==> src/rtl/display_scan_controller_pkg.sv <==
// Shared types and constants for the multiplexed 4-digit BCD display scanner.
// The nibble helper applies optional leading-zero blanking to one digit.
package display_scan_controller_pkg;

    typedef enum logic [1:0] {IDLE, SHIFT, COMMIT} conv_state_e;

    localparam int unsigned BIN_WIDTH  = 14;
    localparam int unsigned NUM_DIGITS = 4;
    localparam int unsigned BCD_WIDTH  = 4 * NUM_DIGITS;

    localparam logic [3:0]           BLANK     = 4'hF;
    localparam logic [BIN_WIDTH-1:0] MAX_VALUE = 14'd9999;

    // A digit above the ones place is blank when it and every digit above it are zero.
    function automatic logic [3:0] scan_nibble(input logic [BCD_WIDTH-1:0] bcd,
                                               input logic [1:0]           idx,
                                               input logic                 blank_lz);
        logic [BCD_WIDTH-1:0] upper;
        upper = bcd >> {idx, 2'b00};
        if (blank_lz && (idx != 2'd0) && (upper == '0)) begin
            return BLANK;
        end
        return upper[3:0];
    endfunction

endpackage

==> src/rtl/display_scan_controller_bin2bcd_seq.sv <==
// Sequential double-dabble converter: one adjust-and-shift per cycle, then a
// single COMMIT cycle in which done_o flags that bcd_o holds the final result.
module bin2bcd_seq
    import display_scan_controller_pkg::*;
(
    input  logic                 clk_i,
    input  logic                 rst_ni,
    input  logic                 start_i,
    input  logic [BIN_WIDTH-1:0] bin_i,
    output logic                 busy_o,
    output logic                 done_o,
    output logic [BCD_WIDTH-1:0] bcd_o
);

    conv_state_e          state_q, state_d;
    logic [BIN_WIDTH-1:0] bin_q, bin_d;
    logic [BCD_WIDTH-1:0] bcd_q, bcd_d;
    logic [3:0]           count_q, count_d;
    logic [BCD_WIDTH-1:0] adjusted;

    always_ff @(posedge clk_i or negedge rst_ni) begin
        if (!rst_ni) begin
            state_q <= IDLE;
            bin_q   <= '0;
            bcd_q   <= '0;
            count_q <= '0;
        end else begin
            state_q <= state_d;
            bin_q   <= bin_d;
            bcd_q   <= bcd_d;
            count_q <= count_d;
        end
    end

    always_comb begin
        state_d  = state_q;
        bin_d    = bin_q;
        bcd_d    = bcd_q;
        count_d  = count_q;
        adjusted = bcd_q;
        for (int i = 0; i < NUM_DIGITS; i++) begin
            if (bcd_q[4*i +: 4] >= 4'd5) begin
                adjusted[4*i +: 4] = bcd_q[4*i +: 4] + 4'd3;
            end
        end

        case (state_q)
            IDLE: begin
                if (start_i) begin
                    bin_d   = bin_i;
                    bcd_d   = '0;
                    count_d = '0;
                    state_d = SHIFT;
                end
            end
            SHIFT: begin
                // Top bit of the adjusted value is always zero for inputs up to 9999.
                bcd_d   = BCD_WIDTH'({adjusted, bin_q[BIN_WIDTH-1]});
                bin_d   = {bin_q[BIN_WIDTH-2:0], 1'b0};
                count_d = count_q + 4'd1;
                if (count_q == 4'(BIN_WIDTH - 1)) begin
                    state_d = COMMIT;
                end
            end
            COMMIT: begin
                state_d = IDLE;
            end
            default: begin
                state_d = IDLE;
            end
        endcase
    end

    assign busy_o = (state_q != IDLE);
    assign done_o = (state_q == COMMIT);
    assign bcd_o  = bcd_q;

endmodule

==> src/rtl/display_scan_controller.sv <==
// Captures a clamped binary value, converts it to BCD, and time-multiplexes the
// four digits onto a shared nibble bus with a one-hot digit enable.
module display_scan_controller
    import display_scan_controller_pkg::*;
#(
    parameter int unsigned SCAN_DIV = 50000,
    parameter bit          BLANK_LZ = 1'b1
) (
    input  logic                 clk_i,
    input  logic                 rst_ni,
    input  logic [BIN_WIDTH-1:0] bin_value_i,
    input  logic                 load_i,
    output logic                 busy_o,
    output logic                 overflow_o,
    output logic [3:0]           digit_value_o,
    output logic [3:0]           digit_sel_o
);

    localparam int unsigned          PRE_WIDTH = 20;
    localparam logic [PRE_WIDTH-1:0] PRE_LAST  = PRE_WIDTH'(SCAN_DIV - 1);

    logic                 conv_busy, conv_done, load_accept;
    logic [BCD_WIDTH-1:0] conv_bcd;
    logic [BIN_WIDTH-1:0] clamped;

    logic                 overflow_q, overflow_d;
    logic [BCD_WIDTH-1:0] display_q, display_d;
    logic [PRE_WIDTH-1:0] prescaler_q, prescaler_d;
    logic [1:0]           scan_idx_q, scan_idx_d;
    logic [3:0]           sel_q, sel_d;
    logic [3:0]           value_q, value_d;

    assign load_accept = load_i && !conv_busy;
    assign clamped     = (bin_value_i > MAX_VALUE) ? MAX_VALUE : bin_value_i;

    bin2bcd_seq u_bin2bcd (
        .clk_i   (clk_i),
        .rst_ni  (rst_ni),
        .start_i (load_accept),
        .bin_i   (clamped),
        .busy_o  (conv_busy),
        .done_o  (conv_done),
        .bcd_o   (conv_bcd)
    );

    // Outputs are derived from next-state values so select and nibble move together
    // with the scan index and with the display register update.
    always_comb begin
        overflow_d  = overflow_q;
        display_d   = display_q;
        prescaler_d = prescaler_q + 1'b1;
        scan_idx_d  = scan_idx_q;

        if (load_accept) begin
            overflow_d = (bin_value_i > MAX_VALUE);
        end
        if (conv_done) begin
            display_d = conv_bcd;
        end
        if (prescaler_q == PRE_LAST) begin
            prescaler_d = '0;
            scan_idx_d  = scan_idx_q + 2'd1;
        end

        sel_d   = 4'b0001 << scan_idx_d;
        value_d = scan_nibble(display_d, scan_idx_d, BLANK_LZ);
    end

    always_ff @(posedge clk_i or negedge rst_ni) begin
        if (!rst_ni) begin
            overflow_q  <= 1'b0;
            display_q   <= '0;
            prescaler_q <= '0;
            scan_idx_q  <= '0;
            sel_q       <= 4'b0001;
            value_q     <= 4'h0;
        end else begin
            overflow_q  <= overflow_d;
            display_q   <= display_d;
            prescaler_q <= prescaler_d;
            scan_idx_q  <= scan_idx_d;
            sel_q       <= sel_d;
            value_q     <= value_d;
        end
    end

    assign busy_o        = conv_busy;
    assign overflow_o    = overflow_q;
    assign digit_sel_o   = sel_q;
    assign digit_value_o = value_q;

endmodule

==> config.mk <==
export PLATFORM = sky130hd
export DESIGN_NAME = display_scan_controller
export DESIGN_NICKNAME = d
export VERILOG_FILES = /design/src/rtl/display_scan_controller_pkg.sv /design/src/rtl/display_scan_controller_bin2bcd_seq.sv /design/src/rtl/display_scan_controller.sv
export SDC_FILE = /design/constraint.sdc
export NUM_CORES = 1
export LEC_CHECK = 0
export ABC_AREA = 1
export BUFFER_PORTS_ARGS = -buffer_cell sky130_fd_sc_hd__buf_2
export CAP_MARGIN = 40
export CORE_MARGIN = 3
export CORE_UTILIZATION = 60
export DETAILED_ROUTE_END_ITERATION = 8
export PLACE_DENSITY = 0.75
export SLEW_MARGIN = 15
export SYNTH_ARGS = -nofsm -noshare
export SYNTH_HDL_FRONTEND = slang
export SYNTH_SLANG_ARGS = --single-unit
==> constraint.sdc <==
create_clock -name clk_i -period 2.2 [get_ports clk_i]
set_input_delay 0.66 -clock clk_i [delete_from_list [all_inputs] [get_ports clk_i]]
set_output_delay 0.66 -clock clk_i [all_outputs]
set_load 0.1 [all_outputs]
---- Word level (Yosys, flattened, before mapping) ----
Index checks and enable logic that the tools add are counted.
cells by class
  reduce and logical (&&, ||, !) cells .... 10
  add/sub/neg operators ................... 7
  mux-type cells .......................... 20
  equality and inequality tests ........... 6
  shift-type cells ........................ 2
  magnitude comparators ................... 5
operators with widths
  operator                 count
  $mux W16                 2
  $pmux W16 S2             1
  $mux W14                 2
  $pmux W14 S2             1
  $mux W4                  6
  $add A20 B1 Y20 const B  1
  $eq A20 B16 Y1 const B   1
  $mux W20                 1
  $ge A4 B3 Y1 const B     4
  $logic_not A16 Y1        1
  $shr A16 B4 Y16          1
  $gt A14 B14 Y1 const B   1
  $add A4 B2 Y4 const B    3
  $pmux W4 S2              1
  $mux W2                  3
  $reduce_bool A2 Y1       3
  $add A4 B1 Y4 const B    1
  $eq A4 B4 Y1 const B     1
  $pmux W2 S2              1
  $reduce_and A2 Y1        2
  $shl A1 B2 Y4 const A    1
  $add A3 B2 Y3 const B    1
  $mux W3                  1
  $add A2 B1 Y2 const B    1
  8 further kinds          9
storage, ports and cells
  output and inout bits ................... 10
  input port bits ......................... 17
  logic and storage cells ................. 60
  register bits ........................... 83

---- Depth between registers and ports, before layout ----
Gate-level depths: netlist of run 1.
  depth in word-level cells ............... 7
  gate-level depth with buffers ........... 16
  mapped depth without buffers ............ 15

---- Cells and area by module ----
From an unflattened synthesis of run 1, not the netlist that was laid out.
second synthesis, totals
  cells, all modules ...................... 573
  area total of the unflattened synthesis .. 4553.1 µm²
by module, submodules not included
  module                   cells an instance  area each (µm²)  times used  seq. area each (µm²)
  display_scan_controller  332                2555.0           1           1177.4
  bin2bcd_seq              241                1998.2           1           900.9

---- Worst setup path after synthesis of run 1 ----
No wires, ideal clock.
  path kind ............................... reg-to-output
  start ................................... reg u_bin2bcd.state_q[1]
  end ..................................... out busy_o
  path slack .............................. 466 ps
  buffers on the path ..................... 0
  data arrival time ....................... 1074 ps
  required time ........................... 1540 ps
  stages on the path, launching flop included .. 3
  cells stage by stage .................... dfrtp_1 nor2_1 inv_1
between the ends
  cells in the longest elaborated chain, start to end .. 1
RTL lines
  element                   RTL line                                   RTL
  start: declaration        display_scan_controller_bin2bcd_seq.sv:15  conv_state_e state_q, state_d;
  start signal: assignment  display_scan_controller_bin2bcd_seq.sv:28  state_q <= state_d;
  $reduce_bool A2 Y1        display_scan_controller_bin2bcd_seq.sv:74  assign busy_o = (state_q != IDLE);
  end: declaration          display_scan_controller.sv:13              output logic busy_o,
Every way passes these cells.

---- Worst setup path after layout of run 1 ----
Ends and elaborated chain as after synthesis.

==> results.md, run 1 <==
- In the final routed layout, each cell accounts on average for 13.0 microns.
- Counting every sink on the clock net gives 83.
- The fraction of the yosys area taken by sequential cells is 49.9%.
- The launching element type of the critical path is a register.
- The overall via count from detail_route is 3316.
- For this run, asynchronously set or reset flops after synthesis account for 100%.
- The detailed-route vias per instance is 5.37.
- The setup fix buffers added after clock tree synthesis is 0.
- From left edge to right edge, the die measures 89.3 microns.
- After synthesis the netlist holds a flip-flop and latch count of 83.
- Prior to clock tree synthesis, the placed netlist has a worst setup slack of 0.169 ns.
- The wire length of the first global-routing pass is 14.1 mm.
- The launching point of the worst reg2reg path is prescaler_q[0].
- The post-synthesis average cell area is 8.34 sq um.
- After global routing the overflow that remains totals 0.
- The worst path uses 93.0% of the clock period.
- The floorplan die height is 89.3 microns.
- In this run the cell area measured after placement is 4420 sq um.
- The finished cells cover 4620 sq um.
- The number of pins with negative max-slew slack in the final report is 0.
- The setup path with the least slack is of type reg -> out.
- The largest clock skew in the final design is 0.00576 ns.
- In this run the tightest slew margin relative to its limit is 67.7%.
- In this run the remaining antenna-violating nets after routing total 0.
- The number of max-cap violations is 0.
- The standby leakage power is 2.45 nW.
- Of the cells placed in the final design, the portion with a size suffix greater than 1 is 15.4%.
- The transition time of the tightest slew-check pin is 0.484 ns.
- The synthesized design spends more area on one cell type than any other, namely sky130_fd_sc_hd__dfrtp_1.
- During synthesis, Yosys emitted a total of 0 warnings.
- The cell row count is 29.
- Summing every instance area after synthesis gives 4170 sq um.
- The clock tree from TritonCTS is yes.
- The proportion of netlist area held by the largest area contributor is 49.2%.
- The count of different cell masters after synthesis is 39.
- The layout has 525 filler cells.
- The most critical setup path has its startpoint at u_bin2bcd.state_q[1].
- The total placed cells including tap cells is 601.
- The cell count of the worst reg-to-reg path is 11.
- The final instance count without filler cells is 617.
- The maximum vdd ir drop is 0.000803 V.
- The core region is 6530 sq um.
- The clock transition time at the flip-flop clock pins of the worst setup and hold paths is 0.08 ns.
- The floorplan step defined a die boundary enclosing 7980 sq um.
- The final critical-path setup slack is 0.153 ns.
- The kind of path behind the tightest hold check is in -> async.
- The initial utilization of the core area, before any placement, comes to 63.8%.
- The count of flip-flops with a built-in enable after synthesis is 0.
- 0 antenna diodes ended up in the layout.
- The minimum clock period is 2.05 ns.
- The cell area power density is 1180 nW/um^2.
- In this run the clock root is driven by a sky130_fd_sc_hd__clkbuf_8.
- The HPWL after detailed placement is 5.94 mm.
- The I/O pin count is 27.
- The clock latency of the later-clocked register in the worst-skew pair is 0.35 ns.
- The hold violation count in the final report is 0.
- Setup repair after global routing left no endpoint under its margin.
- From synthesis to final layout, the design area changed by 10.9%.
- The setup TNS is 0 ns.
- The number of buffers added by the clock tree synthesis step is 9.
- The number of failing setup endpoints in the final timing report is 0.
- Counting every net in the synthesized netlist gives 528.
- Among all flip-flop cells after synthesis, the most frequent one is sky130_fd_sc_hd__dfrtp_1.
- The DRC violation total after the first TritonRoute iteration is 228.
- Yosys attributes the largest share of cell area to sky130_fd_sc_hd__dfrtp_1, sky130_fd_sc_hd__nand2_1, sky130_fd_sc_hd__inv_1, sky130_fd_sc_hd__o21ai_0, sky130_fd_sc_hd__nand3_1.
- The required time of the critical path is 1.54 ns.
- Power comes to 5.47 mW.
- The buffer depth of the longest clock path is 2.
- The first detailed-routing pass ran for 5 iterations.
- The worst setup path is captured at an output pin.
- The via count of the first global-routing pass came to 3066.
- The flop-to-flop setup slack is 0.22 ns.
- The maximum fanout along the worst path is 5.
- Timing would allow up to 489 MHz.
- The largest net degree at the start of global routing is 39.
- The H-tree was split into 3 levels.
- The final net count is 563.
- The number of antenna violations at the first check in global routing is 0.
- The number of remaining DRC errors is 0.
- The endpoint of the lowest-slack register-to-register path is digit_value_o[2].
- The total global routing track utilization is 22.7%.
- In this run the tool buffered the top-level ports with 26 buffer cells.
- The congestion estimate from routability-driven global placement came to 0.850.
- Synthesis produced 500 cells.
- At the end of the flow the core is filled with cells to 70.7%.
- Data on the critical path arrives at its endpoint at 1.39 ns.
- The run finished with clean final reports.
- The worst hold margin is 0.263 ns.
- The overall routed net length is 8.05 mm.
[Yosys cell counts (all sizes together), types with 2 or more instances]
library cell  number
nand2            116
dfrtp             82
inv               76
nor2              56
o21ai             45
nand3             43
a22oi             11
ha                11
xor2              11
o22ai              7
nand4              6
a21oi              5
buf                5
nor3               5
clkbuf             4
o32ai              3
clkinv             2
xnor2              2
[routing by layer]
layer  up-vias  wire length (microns)  GRT usage, %
met1      1544                   4020          32.5
met4         0                     76          5.01
met3         9                    378          6.18
met5         -                      0             0
li1       1678                      -             -
met2        85                   3570          34.9
[worst max-delay path by stage]
| stage | to | slack (ns) | cells past startpoint |
|---|---|---|---|
| global placement | digit_value_o[0] | 0.30 | 11 |
| detailed placement | digit_value_o[2] | 0.17 | 11 |
| global route | digit_value_o[0] | 0.03 | 11 |
| CTS | busy_o | 0.14 | 3 |
| finish | busy_o | 0.15 | 3 |
| floorplan | busy_o | 0.47 | 2 |
[critical path: stages, from the launching register on]
cell and delay [ns]:
sky130_fd_sc_hd__dfrtp_1 0.46, sky130_fd_sc_hd__nor2_1 0.10, sky130_fd_sc_hd__inv_1 0.06, sky130_fd_sc_hd__buf_2 0.41
[power by group]
part	internal (mW)	switching [mW]	leakage, nW
combinational	0.715	1.44	1.31
clock	0.554	0.529	0.0926
sequential	1.97	0.264	1.05
[kinds of logic after synthesis]
kind of cell / Yosys count / synth area share, %
compound gates: 78 / 11.0
fa+ha+maj: 11 / 3.30
flops: 83 / 49.9
xor+xnor: 13 / 2.73
simple gates: 228 / 25.0
buf+inv: 87 / 8.11
[area by class of cell]
type | count | area (sq um) | area share, %
clock buffer | 12 | 145 | 3.14
clock inverter | 4 | 50.0 | 1.08
inverter | 78 | 294 | 6.36
multi-input combinational | 330 | 1760 | 38.1
sequential | 83 | 2080 | 45.0
tap | 77 | 96.3 | 2.09
timing repair buffer | 33 | 198 | 4.28
[sequential cells by signal, summed over array words and instances (netlist names)]
register,count
u_bin2bcd.count_q,4
u_bin2bcd.bin_q,14
u_bin2bcd.bcd_o,16
u_bin2bcd.state_q,2
overflow_o,1
scan_idx_q,2
prescaler_q,20
digit_value_o,4
display_q,16
digit_sel_o,4
[cells in the final DEF, fill, tap and decap left out, drive strengths merged, types with 6 or more instances in the layout]
cell type / count
nor2: 56
inv: 76
buf: 33
nand2: 116
nand4: 6
o22ai: 7
ha: 11
o21ai: 45
dfrtp: 82
xor2: 11
clkbuf: 12
nand3: 43
a22oi: 11
[repair_timing]
action / CTS / global route
gates resized for setup: 0 / 1
hold buffers: 0 / 0
endpoints found under the setup margin: 0 / 4
hold endpoints to repair: 0 / 0
Note: power is estimated with default switching activity, not from simulation.
==> run 2, diff against run 1 <==
Settings changed: CORE_MARGIN 3 to 4.
==> results.md, run 2 (synthesis results as in run 1) <==
- The largest clock skew in the final design came to 0.00678 ns (was 0.00576 ns).
- The launching element type of the critical path is a register (unchanged).
- The via count of the first global-routing pass is 3127 (was 3066).
- The DRC violation total after the first TritonRoute iteration is 179 (was 228).
- The final net count is 563 (unchanged).
- The cell row count was 30 (was 29).
- The maximum vdd ir drop is 0.000801 V (was 0.000803 V).
- The floorplan die height is 91.3 microns (was 89.3 microns).
- Result of the run: finished, final reports clean (unchanged).
- The placed cell area came to 4420 sq um (about the same).
- The total core area is 6760 sq um (was 6530 sq um).
- The number of detailed-route iterations in the first pass is 5 (unchanged).
- The worst slew margin relative to its limit is 67.1% (was 67.7%).
- The number of pins with negative max-slew slack in the final report is 0 (unchanged).
- The hold violation count in the final report is 0 (unchanged).
- RSZ-0062 raised after global routing: no (unchanged).
- The detailed-route wire length per cell is 13.1 microns (was 13.0 microns).
- The clock tree root buffer cell is sky130_fd_sc_hd__clkbuf_8 (unchanged).
- The maximum operating frequency is 484 MHz (was 489 MHz).
- The number of clock sinks was 83 (unchanged).
- The commonest non-fill, non-tap cell in the layout is sky130_fd_sc_hd__nand2_1 (unchanged).
- The number of buffers added by the clock tree synthesis step is 9 (unchanged).
- The number of antenna violations at the first check in global routing is 0 (unchanged).
- The clock tree from TritonCTS was yes (unchanged).
- Commonest cells after routing, fill and taps aside: sky130_fd_sc_hd__nand2_1, sky130_fd_sc_hd__dfrtp_1, sky130_fd_sc_hd__inv_1 (unchanged).
- The required time of the critical path is 1.54 ns (about the same).
- The setup TNS is 0 ns (unchanged).
- The maximum fanout along the worst path is 5 (unchanged).
- The wire length of the first global-routing pass is 13.9 mm (was 14.1 mm).
- The total congestion overflow after global routing is 0 (unchanged).
- The detailed-route vias per instance is 5.37 (about the same).
- The number of max-cap violations is 0 (unchanged).
- The share of final-layout standard cells stronger than drive strength 1 came to 15.7% (was 15.4%).
- The I/O pin count was 27 (unchanged).
- The global placer's final weighted congestion came to 0.888 (was 0.850).
- The register with the most flip-flops is prescaler_q (unchanged).
- The endpoint class of the critical path is an output pin (unchanged).
- The number of input and output port buffers inserted is 26 (unchanged).
- The minimum clock period came to 2.06 ns (was 2.05 ns).
- The arrival time of the worst setup path came to 1.40 ns (was 1.39 ns).
- The HPWL after detailed placement is 5.82 mm (was 5.94 mm).
- The total global routing track utilization is 20.5% (was 22.7%).
- The horizontal die dimension is 91.3 microns (was 89.3 microns).
- The area enclosed by the die boundary is 8340 sq um (was 7980 sq um).
- The clock latency of the later-clocked register in the worst-skew pair is 0.35 ns (about the same).
- The overall routed net length was 8.13 mm (was 8.05 mm).
- The buffer depth of the longest clock path is 2 (unchanged).
- The cell area power density was 1220 nW/um^2 (was 1180 nW/um^2).
- The largest net degree at the start of global routing came to 55 (was 39).
- The setup fix buffers added after clock tree synthesis came to 0 (unchanged).
- The standby leakage power is 2.48 nW (was 2.45 nW).
- The number of failing setup endpoints in the final timing report came to 0 (unchanged).
- The post-synthesis to final-layout area growth is 12.2% (was 10.9%).
- The transition time of the tightest slew-check pin is 0.493 ns (was 0.484 ns).
- The clock transition time at the flip-flop clock pins of the worst setup and hold paths was 0.09 ns (was 0.08 ns).
- The worst setup path category is reg -> out (unchanged).
- The H-tree level count is 3 (unchanged).
- The flip-flop count of the largest register after layout is 20 (unchanged).
- The number of remaining DRC errors came to 0 (unchanged).
- The starting density of the core is 61.7% (was 63.8%).
- The final non-filler cell area is 4680 sq um (was 4620 sq um).
- The overall via count from detail_route is 3332 (was 3316).
- The kind of path behind the tightest hold check was in -> async (unchanged).
- The number of hold buffers added after cts was 0 (unchanged).
- The final antenna-violating net count is 0 (unchanged).
- The count of cells resized by post-cts repair is 0 (unchanged).
- The fraction of the cycle the final worst path needs was 93.8% (was 93.0%).
- The antenna diode count is 0 (unchanged).
-- run 2: cell types whose count changed in the layout (fill, tap and decap cells not counted), sizes merged --
cell	previous run	this run
clkbuf	12	11
clkinvlp	2	0
bufinv	1	3
clkinv	3	4
-- run 2: worst paths after layout --
check	startpoint	end	slack, ns	cells past startpoint
min in group clk_i	prescaler_q[0]	prescaler_q[0]	0.47	1
max reg2reg	prescaler_q[0]	digit_value_o[3]	0.27	12
min	rst_ni	prescaler_q[11]	0.22	1
max in group asynchronous	rst_ni	display_q[13]	1.37	2
min reg2reg	prescaler_q[0]	prescaler_q[0]	0.47	1
max	u_bin2bcd.state_q[1]	busy_o	0.14	3
-- run 2: report_power, final --
part,switching [mW],internal [mW]
Sequential,0.262,1.97
Clock,0.536,0.782
Combinational,1.43,0.726
-- run 2: routing by layer --
metal | track usage (%) | routed length, microns
met3 | 3.07 | 391
met2 | 32.1 | 3770
met5 | 0 | 0
met4 | 8.67 | 157
met1 | 28.6 | 3810
-- run 2: per-stage QoR --
stage	hold WS, ns	setup WS, ns	power, mW	util (%)	std cells
6_report	0.223	0.136	5.71	69.2	620
5_1_grt	0.248	0.0491	6.14	69.2	620
4_1_cts	0.224	0.108	5.74	69.1	620
3_5_place_dp	0.463	0.208	4.41	65.5	604
3_3_place_gp	0.443	0.293	4.32	65.5	604
2_1_floorplan	0.364	0.466	3.87	-	500
-- run 2: final cells by class --
type | count | area (sq um)
inverter | 78 | 294
clock buffer | 11 | 141
fill | 515 | 2080
multi-input combinational | 330 | 1760
timing repair buffer | 33 | 198
sequential | 83 | 2080
clock inverter | 5 | 100
tap | 80 | 100
-- run 2: critical path: stages (launching register included) --
cell	delay, ns
sky130_fd_sc_hd__dfrtp_1	0.47
sky130_fd_sc_hd__nor2_1	0.11
sky130_fd_sc_hd__inv_1	0.06
sky130_fd_sc_hd__buf_2	0.41
